### src/rtl/out_stream_ctrl_pkg.sv
// rtl/out_stream_ctrl_pkg.sv - shared state enum and default geometry for out_stream_ctrl
package out_stream_ctrl_pkg;

  localparam int DEF_IMG_W = 256;
  localparam int DEF_IMG_H = 256;
  localparam int DEF_DW    = 8;

  typedef enum logic [2:0] {
    S_IDLE  = 3'd0,
    S_START = 3'd1,
    S_RUN   = 3'd2,
    S_DRAIN = 3'd3,
    S_DONE  = 3'd4
  } osc_state_t;

endpackage

### src/rtl/osc_skid_fifo.sv
// rtl/osc_skid_fifo.sv - two-entry skid FIFO between the upstream and downstream handshakes
module osc_skid_fifo #(
  parameter int W = 24
) (
  input  logic         i_clk,
  input  logic         i_reset,
  input  logic         i_s_tvalid,
  input  logic [W-1:0] i_s_tdata,
  output logic         o_s_tready,
  output logic         o_m_tvalid,
  output logic [W-1:0] o_m_tdata,
  input  logic         i_m_tready
);

  logic [W-1:0] r_mem [2];
  logic         r_wr_ptr;
  logic         r_rd_ptr;
  logic [1:0]   r_fill;
  logic         w_push;
  logic         w_pop;

  assign o_s_tready = (r_fill != 2'd2);
  assign o_m_tvalid = (r_fill != 2'd0);
  assign o_m_tdata  = r_mem[r_rd_ptr];
  assign w_push     = i_s_tvalid && o_s_tready;
  assign w_pop      = o_m_tvalid && i_m_tready;

  // Data storage; the head entry is never rewritten while it is occupied.
  always_ff @(posedge i_clk) begin
    if (w_push) begin
      r_mem[r_wr_ptr] <= i_s_tdata;
    end
  end

  // Pointer and occupancy bookkeeping; push+pop together keeps fill unchanged.
  always_ff @(posedge i_clk) begin
    if (i_reset) begin
      r_wr_ptr <= 1'b0;
      r_rd_ptr <= 1'b0;
      r_fill   <= 2'd0;
    end else begin
      if (w_push) begin
        r_wr_ptr <= ~r_wr_ptr;
      end
      if (w_pop) begin
        r_rd_ptr <= ~r_rd_ptr;
      end
      if (w_push && !w_pop) begin
        r_fill <= r_fill + 2'd1;
      end else if (!w_push && w_pop) begin
        r_fill <= r_fill - 2'd1;
      end
    end
  end

endmodule

### src/rtl/out_stream_ctrl.sv
// rtl/out_stream_ctrl.sv - frame-sequenced output stream controller (option: OUT_STREAM_CTRL_EOL_EN adds dn_eol/dn_eof)
module out_stream_ctrl
  import out_stream_ctrl_pkg::*;
#(
  parameter int IMG_W = DEF_IMG_W,
  parameter int IMG_H = DEF_IMG_H,
  parameter int DW    = DEF_DW
) (
  input  logic                     clk,
  input  logic                     reset,
  input  logic                     go,
  input  logic [DW-1:0]            up_data0,
  input  logic [DW-1:0]            up_data1,
  input  logic [DW-1:0]            up_data2,
  input  logic                     up_valid,
  output logic                     up_ready,
  output logic [DW-1:0]            dn_data0,
  output logic [DW-1:0]            dn_data1,
  output logic [DW-1:0]            dn_data2,
  output logic                     dn_valid,
  input  logic                     dn_ready,
  output logic                     start_out,
  output logic                     stop_out,
  output logic [$clog2(IMG_W)-1:0] col,
  output logic [$clog2(IMG_H)-1:0] row,
`ifdef OUT_STREAM_CTRL_EOL_EN
  output logic                     dn_eol,
  output logic                     dn_eof,
`endif
  output logic                     busy
);

  localparam int CW    = $clog2(IMG_W);
  localparam int RW    = $clog2(IMG_H);
  localparam int TOTAL = IMG_W * IMG_H;
  localparam int NW    = $clog2(TOTAL + 1);
`ifdef OUT_STREAM_CTRL_EOL_EN
  localparam int FW    = 3 * DW + 2;
`else
  localparam int FW    = 3 * DW;
`endif

  osc_state_t    r_state;
  osc_state_t    w_state_next;
  logic [NW-1:0] r_in_cnt;
  logic [CW-1:0] r_col;
  logic [RW-1:0] r_row;
  logic          w_run;
  logic          w_fifo_s_tready;
  logic          w_up_push;
  logic          w_dn_pop;
  logic          w_last_in;
  logic          w_last_out;
  logic          w_frame_go;
  logic [FW-1:0] w_wdata;
  logic [FW-1:0] w_rdata;
`ifdef OUT_STREAM_CTRL_EOL_EN
  logic [CW-1:0] r_in_col;
`endif

  assign up_ready   = w_run && w_fifo_s_tready;
  assign w_up_push  = up_valid && up_ready;
  assign w_dn_pop   = dn_valid && dn_ready;
  assign w_last_in  = (r_in_cnt == NW'(TOTAL - 1));
  assign w_last_out = (r_col == CW'(IMG_W - 1)) && (r_row == RW'(IMG_H - 1));
  assign w_frame_go = go && ((r_state == S_IDLE) || (r_state == S_DONE));
  assign col        = r_col;
  assign row        = r_row;

`ifdef OUT_STREAM_CTRL_EOL_EN
  assign w_wdata = {w_last_in, (r_in_col == CW'(IMG_W - 1)), up_data2, up_data1, up_data0};
  assign dn_eol  = w_rdata[3*DW];
  assign dn_eof  = w_rdata[3*DW+1];
`else
  assign w_wdata = {up_data2, up_data1, up_data0};
`endif
  assign {dn_data2, dn_data1, dn_data0} = w_rdata[3*DW-1:0];

  osc_skid_fifo #(
    .W (FW)
  ) u_skid (
    .i_clk      (clk),
    .i_reset    (reset),
    .i_s_tvalid (up_valid && w_run),
    .i_s_tdata  (w_wdata),
    .o_s_tready (w_fifo_s_tready),
    .o_m_tvalid (dn_valid),
    .o_m_tdata  (w_rdata),
    .i_m_tready (dn_ready)
  );

  // Frame sequencer state register.
  always_ff @(posedge clk) begin
    if (reset) begin
      r_state <= S_IDLE;
    end else begin
      r_state <= w_state_next;
    end
  end

  // Next-state and per-state outputs; go only matters in IDLE and DONE.
  always_comb begin
    w_state_next = r_state;
    start_out    = 1'b0;
    stop_out     = 1'b0;
    busy         = 1'b0;
    w_run        = 1'b0;
    case (r_state)
      S_IDLE: begin
        if (go) w_state_next = S_START;
      end
      S_START: begin
        start_out    = 1'b1;
        busy         = 1'b1;
        w_state_next = S_RUN;
      end
      S_RUN: begin
        busy  = 1'b1;
        w_run = 1'b1;
        if (w_up_push && w_last_in) w_state_next = S_DRAIN;
      end
      S_DRAIN: begin
        busy = 1'b1;
        if (w_dn_pop && w_last_out) w_state_next = S_DONE;
      end
      S_DONE: begin
        stop_out = 1'b1;
        if (go) w_state_next = S_START;
      end
      default: w_state_next = S_IDLE;
    endcase
  end

  // Input beat count and output raster position, cleared as a frame starts.
  always_ff @(posedge clk) begin
    if (reset || w_frame_go) begin
      r_in_cnt <= '0;
      r_col    <= '0;
      r_row    <= '0;
`ifdef OUT_STREAM_CTRL_EOL_EN
      r_in_col <= '0;
`endif
    end else begin
      if (w_up_push) begin
        r_in_cnt <= r_in_cnt + NW'(1);
`ifdef OUT_STREAM_CTRL_EOL_EN
        r_in_col <= (r_in_col == CW'(IMG_W - 1)) ? '0 : r_in_col + CW'(1);
`endif
      end
      if (w_dn_pop) begin
        if (r_col == CW'(IMG_W - 1)) begin
          r_col <= '0;
          r_row <= (r_row == RW'(IMG_H - 1)) ? '0 : r_row + RW'(1);
        end else begin
          r_col <= r_col + CW'(1);
        end
      end
    end
  end

endmodule

### config.mk
export PLATFORM = sky130hd
export DESIGN_NAME = out_stream_ctrl
export DESIGN_NICKNAME = d
export VERILOG_FILES = /design/src/rtl/out_stream_ctrl_pkg.sv /design/src/rtl/osc_skid_fifo.sv /design/src/rtl/out_stream_ctrl.sv
export SDC_FILE = /design/constraint.sdc
export NUM_CORES = 1
export LEC_CHECK = 0
export ABC_CLOCK_PERIOD_IN_PS = 1800
export BUFFER_PORTS_ARGS = -buffer_cell sky130_fd_sc_hd__buf_2
export CAP_MARGIN = 5
export CORE_MARGIN = 2
export CORE_UTILIZATION = 33
export CTS_CLUSTER_SIZE = 24
export DETAILED_ROUTE_END_ITERATION = 7
export GPL_TIMING_DRIVEN = 0
export SLEW_MARGIN = 20
export SYNTH_ARGS = -nofsm -noshare
export SYNTH_HDL_FRONTEND = slang
export SYNTH_HIERARCHICAL = 1
export SYNTH_SLANG_ARGS = --single-unit
### constraint.sdc
create_clock -name clk -period 1.8 [get_ports clk]
set_input_delay 0.27 -clock clk [delete_from_list [all_inputs] [get_ports clk]]
set_output_delay 0.27 -clock clk [all_outputs]
set_load 0.02 [all_outputs]
# Word level (Yosys, flattened, before mapping)
# Memory sizes are Yosys's and may differ from the RTL's. A register that Yosys moved wholly into a read port is not among the register bits.
# Index checks and enable logic that the tools add are counted.
# totals
ff_bits,40
mem_bits_rw,48
word_cells,64
memories,1
# op_classes
addsub,5
n_eq_ne,11
mux,16
n_bitwise,2
n_reduce_logical,22
# mem_list
name,depth,width,rd,rd_clocked_by_memory_dff,wr,line_no,text
u_skid.r_mem,2,24,1,1,1,osc_skid_fifo.sv:15,logic [W-1:0] r_mem [2];
# op_table
op,count
$add 17x1->17 const B,1
$eq 17x16->1 const B,1
$add 8x1->8 const B,2
$eq 8x8->1 const B,2
$mux 8,2
$pmux 3 s4,1
$logic_and 1x1->1,11
$mux 3,3
$mux 1,8
$eq 3x2->1 const B,2
$ne 2x2->1 const B,3
$mux 2,2
$reduce_bool 2->1,2
$eq 3x1->1 const B,1
$eq 3x3->1 const B,1
$logic_not 3->1,1
$reduce_and 3->1,1
$reduce_or 3->1,1
$add 2x1->2 const B,1
$logic_not 1->1,2
$logic_or 1x1->1,2
$ne 2x1->1 const B,1
$not 1->1,2
$reduce_and 2->1,1
other kinds (2),2

# Longest topological paths before layout
# depth
ltp_word,8
mapped_depth,8

# Cells and area by module
# Netlist, hierarchy kept.
# modules_own_cells
mod,n_inst,cells_each,area_per_inst_um2,seq_area_each_um2
osc_skid_fifo,1,99,1951.9,1541.5
out_stream_ctrl,1,210,1773.0,720.7

# Least setup slack after synthesis
# Ideal clock, no wire load.
# synth_timing
path_kind,flip-flop to flip-flop
from,"register r_col[0], in the netlist col[0]"
to,"register r_row[6], in the netlist row[6]"
setup_ps,59
t_arrival_ps,1959
path_slack_ps,-218
path_stages_with_launch,7
synth_period_minus_slack_ps,2018
path_cell_list,dfxtp_1 ha_1 nand2_4 or4_1 buf_2 or4_1 nand2_1
# synth_via
elab_chain_len,2
# synth_lines
item,line_no,text
"start, declared",out_stream_ctrl.sv:46,logic [CW-1:0] r_col;
"start signal, assigned",out_stream_ctrl.sv:155,r_col <= r_col + CW'(1);
$eq 8x8->1,out_stream_ctrl.sv:151,if (r_col == CW'(IMG_W - 1)) begin
$reduce_and 2->1 (no source line),--,
"end signal, assigned",out_stream_ctrl.sv:153,r_row <= (r_row == RW'(IMG_H - 1)) ? '0 : r_row + RW'(1);
"end, declared",out_stream_ctrl.sv:47,logic [RW-1:0] r_row;
# Every way passes these cells.
# A chain may end at the register's enable or synchronous reset.

# Worst setup path after layout
# layout_timing
from,register u_skid.r_fill[0]
to,output port up_ready
# layout_via
elab_chain_len,2
# layout_lines
item,line_no,text
"start, declared",osc_skid_fifo.sv:18,logic [1:0] r_fill;
"start signal, assigned",osc_skid_fifo.sv:49,r_fill <= r_fill + 2'd1;
"start signal, assigned",osc_skid_fifo.sv:51,r_fill <= r_fill - 2'd1;
$ne 2x2->1,osc_skid_fifo.sv:22,assign o_s_tready = (r_fill != 2'd2);
named net w_fifo_s_tready,out_stream_ctrl.sv:49,logic w_fifo_s_tready;
$logic_and 1x1->1,out_stream_ctrl.sv:61,assign up_ready = w_run && w_fifo_s_tready;
"end, declared",out_stream_ctrl.sv:16,"output logic up_ready,"
# The timed path passes the listed nets, and every way through them passes these cells.

==> flow_summary.json <==
{
  "outcome": "complete, no violations",
  "ant_nets": 0,
  "rows": 38,
  "hp-class": "input port to flip-flop",
  "fin_crit_sh_pct": 96.5,
  "syn_to_final_growth_pct": 30.7,
  "peakVddDrop_uv": 427,
  "r2r_end": "row[6]",
  "cap_violations": 0,
  "syn_inst": 309,
  "clock_sinks": 89,
  "cts-root-buf": "clkbuf_16",
  "worst-path-max-fanout": 8,
  "drive_above_1_share_pct": 44.9,
  "combPwrFrac_pct": 21.7,
  "cp_cell_sequence": "nand2b_2 > nor2b_4 > and3b_1 > buf_2",
  "syn_area_per_cell_um2": 12.1,
  "sw_frac_of_total_pct": 27.4,
  "synth_edf_count": 48,
  "endpoint_kind": "output port",
  "dieArea_um2": 12200,
  "synth_fp_nets": 343,
  "grt_pass1_vias": 2575,
  "fin_skew_ns": 0.00714,
  "crit_end": "up_ready",
  "cpLargestDelayFamily": "simple AND/OR/NAND/NOR gates",
  "ys_top_cells_by_area": "edfxtp_1 (39%), dfxtp_1 (22%), mux2_2 (7.3%)",
  "grt_max_degree": 25,
  "setup_tns_ns": 0,
  "grt.overflow.total": 0,
  "hold_viol_final": 0,
  "ys_seq_area_share_pct": 60.7,
  "clkLatencyLatePin_ns": 0.33,
  "drt_wl_total_mm": 7.63,
  "gr-usage-all-layers_pct": 13.0,
  "die_h_um": 110,
  "initial_core_util_pct": 34.1,
  "cp_num_cells": 4,
  "synth_flop_cell": "edfxtp_1",
  "p_sw_uw": 1440,
  "internal_power_uw": 3810,
  "path_clk_slew_ns": 0.06,
  "cp_slowest_cell": "dfxtp_4",
  "ys_ff_latch": 89,
  "post-route-util_pct": 44.5,
  "rsz0062_at_grt": "yes",
  "fillers": 1043,
  "total_power_uw": 5240,
  "ys_async_sr_fraction_pct": 0,
  "nNetsFinal": 440,
  "pin_count": 74,
  "die_w_um": 110,
  "grt_pass1_wl_mm": 12.2,
  "cts_tree": "done",
  "seqPwrFrac_pct": 43.5,
  "syn_area_um2": 3720,
  "coreArea_um2": 10900,
  "vias": 2691,
  "timing.critical_path.buf_inv": 1,
  "cts_buffer_depth": 2,
  "fin_crit_ns": 1.74,
  "wl_per_cell_um": 13.9,
  "crit_type": "flip-flop to output port",
  "setup_viol": 0,
  "startpoint": "u_skid/r_fill[0]",
  "p_leak_uw": 0.00178,
  "viasPerCell": 4.89,
  "crit_path_start_kind": "flip-flop",
  "h-tree-depth": 3,
  "cts_buffers": 9,
  "reg2reg_from": "col[0]",
  "power.density_nw_per_um2": 1080,
  "cp_slowest_stage_delay_ns": 0.37,
  "worstHoldStart": "up_data2[3]",
  "portBuffers": 73,
  "cp_data_arrival_time_ns": 1.47,
  "yosysTopAreaCellShare_pct": 38.7,
  "reg2reg_setup_slack_ns": 0.07,
  "cp.required_ns": 1.53,
  "fmax_mhz": 576,
  "route.detailed.drc": 0,
  "max_slew_margin_pct": 73.0,
  "place_hpwl_mm": 5.12,
  "rr_worst_depth": 5,
  "synth_warnings": 6,
  "yosysUniqueCellTypes": 45,
  "num_antenna_cells": 0,
  "antenna_found_initial": 0,
  "slew_viol_final": 0,
  "tightest_slew_ns": 0.403,
  "yosysTopAreaCell": "edfxtp_1",
  "drt_iter0_drc": 97,
  "drtPass1Iterations": 4,
  "pwr-share-clk_pct": 34.8,
  "gp_congestion": 0.762
}
metal layers:
layer / wire (um) / part of all wire (%) / up-vias / GRT usage, %
li1: - / - / 1331 / -
met1: 3470 / 45 / 1287 / 16.3
met2: 3600 / 47 / 68 / 21.7
met3: 507 / 6.6 / 5 / 3.76
met4: 57 / 0.75 / 0 / 3.75
met5: 0 / 0 / - / 0
synthesized netlist by cell type (3+ instances only):
library cell  number
edfxtp_1          48
dfxtp_1           41
nor2_1            30
mux2_2            24
nand2_1           15
nand3_1           15
a21oi_1           11
xnor2_1           10
nor3_1             9
xor2_1             9
or4_1              8
clkbuf_1           6
inv_1              6
o31ai_1            6
buf_2              5
ha_1               5
nor4_1             5
o21ai_0            5
mux2i_1            4
or3_1              4
and2_1             3
nand3b_1           3
nand4_1            3
or2_2              3
layout by cell type (no fill, tap or decap), types with 6 or more instances in the layout:
cell,count
dfxtp_1,22
nor2_1,28
buf_2,73
nor3_1,7
dfxtp_4,6
mux2_2,24
nand3_1,13
xor2_1,9
nand2_1,13
buf_4,16
dfxtp_2,13
a21oi_1,11
edfxtp_1,48
clkbuf_16,9
or4_1,6
o31ai_1,6
xnor2_1,10
state kept, by name, summed over array words and instances (netlist names), named ones only:
register,cells
u_skid/r_mem,48
r_in_cnt,17
col,8
row,8
r_state,3
u_skid/r_fill,2
u_skid/r_rd_ptr,1
u_skid/r_wr_ptr,1
how the worst min path moves through the flow:
| stage | end | slack [ns] | cells after the start |
|---|---|---|---|
| after detailed placement | u_skid/r_mem[0][17] | 0.46 | 1 |
| after CTS | u_skid/r_mem[1][19] | 0.12 | 1 |
| final | u_skid/r_mem[1][19] | 0.13 | 1 |
| after global routing | u_skid/r_mem[1][23] | 0.11 | 1 |
| after floorplan | u_skid/r_fill[0] | 0.33 | 1 |
| after global placement | u_skid/r_mem[0][9] | 0.46 | 1 |
repair_timing:
action | CTS | global route
gates resized for setup | 35 | 22
setup endpoints to repair | 99 | 64
pin swaps | 7 | 10
gates cloned | 1 | 0
setup buffers | 8 | 8
hold buffers | 0 | 0
area by class of cell:
type	instances	area (um2)	area share, %
clock buffers	9	225	4.63
well taps	140	175	3.60
inverters	6	26.3	0.540
repair buffers	89	510	10.5
clock inverters	6	70.1	1.44
multi-input cells	201	1480	30.4
repair inverters	1	7.51	0.154
plain buffers	9	72.6	1.49
flip-flops and latches	89	2300	47.3
power by group through the flow:
| stage | logic [uW] | clock network (uW) | registers [uW] |
|---|---|---|---|
| after floorplan | 759 | 0 | 2320 |
| after global placement | 1060 | 0 | 2320 |
| after detailed placement | 1070 | 0 | 2320 |
| after CTS | 1150 | 1900 | 2290 |
| after global routing | 1240 | 1980 | 2290 |
| final | 1140 | 1820 | 2280 |
through the flow:
stage	instances	cell area, um2	hold slack [ns]	setup WS [ns]
2_1_floorplan	309	3750	0.335	0.00159
3_3_place_gp	522	4290	0.460	-0.495
3_5_place_dp	522	4290	0.463	-0.528
4_1_cts	545	4760	0.116	0.00115
5_1_grt	550	4870	0.114	-0.0153
6_report	550	4870	0.126	0.0624
kinds of logic after synthesis:
group	share of synthesized area (%)
compound gates	5.71
buf+inv	2.22
simple gates	16.9
mux	8.33
flops	60.7
xor+xnor	4.47
fa+ha+maj	1.68
No activity file was read; power rests on OpenSTA's default activity.
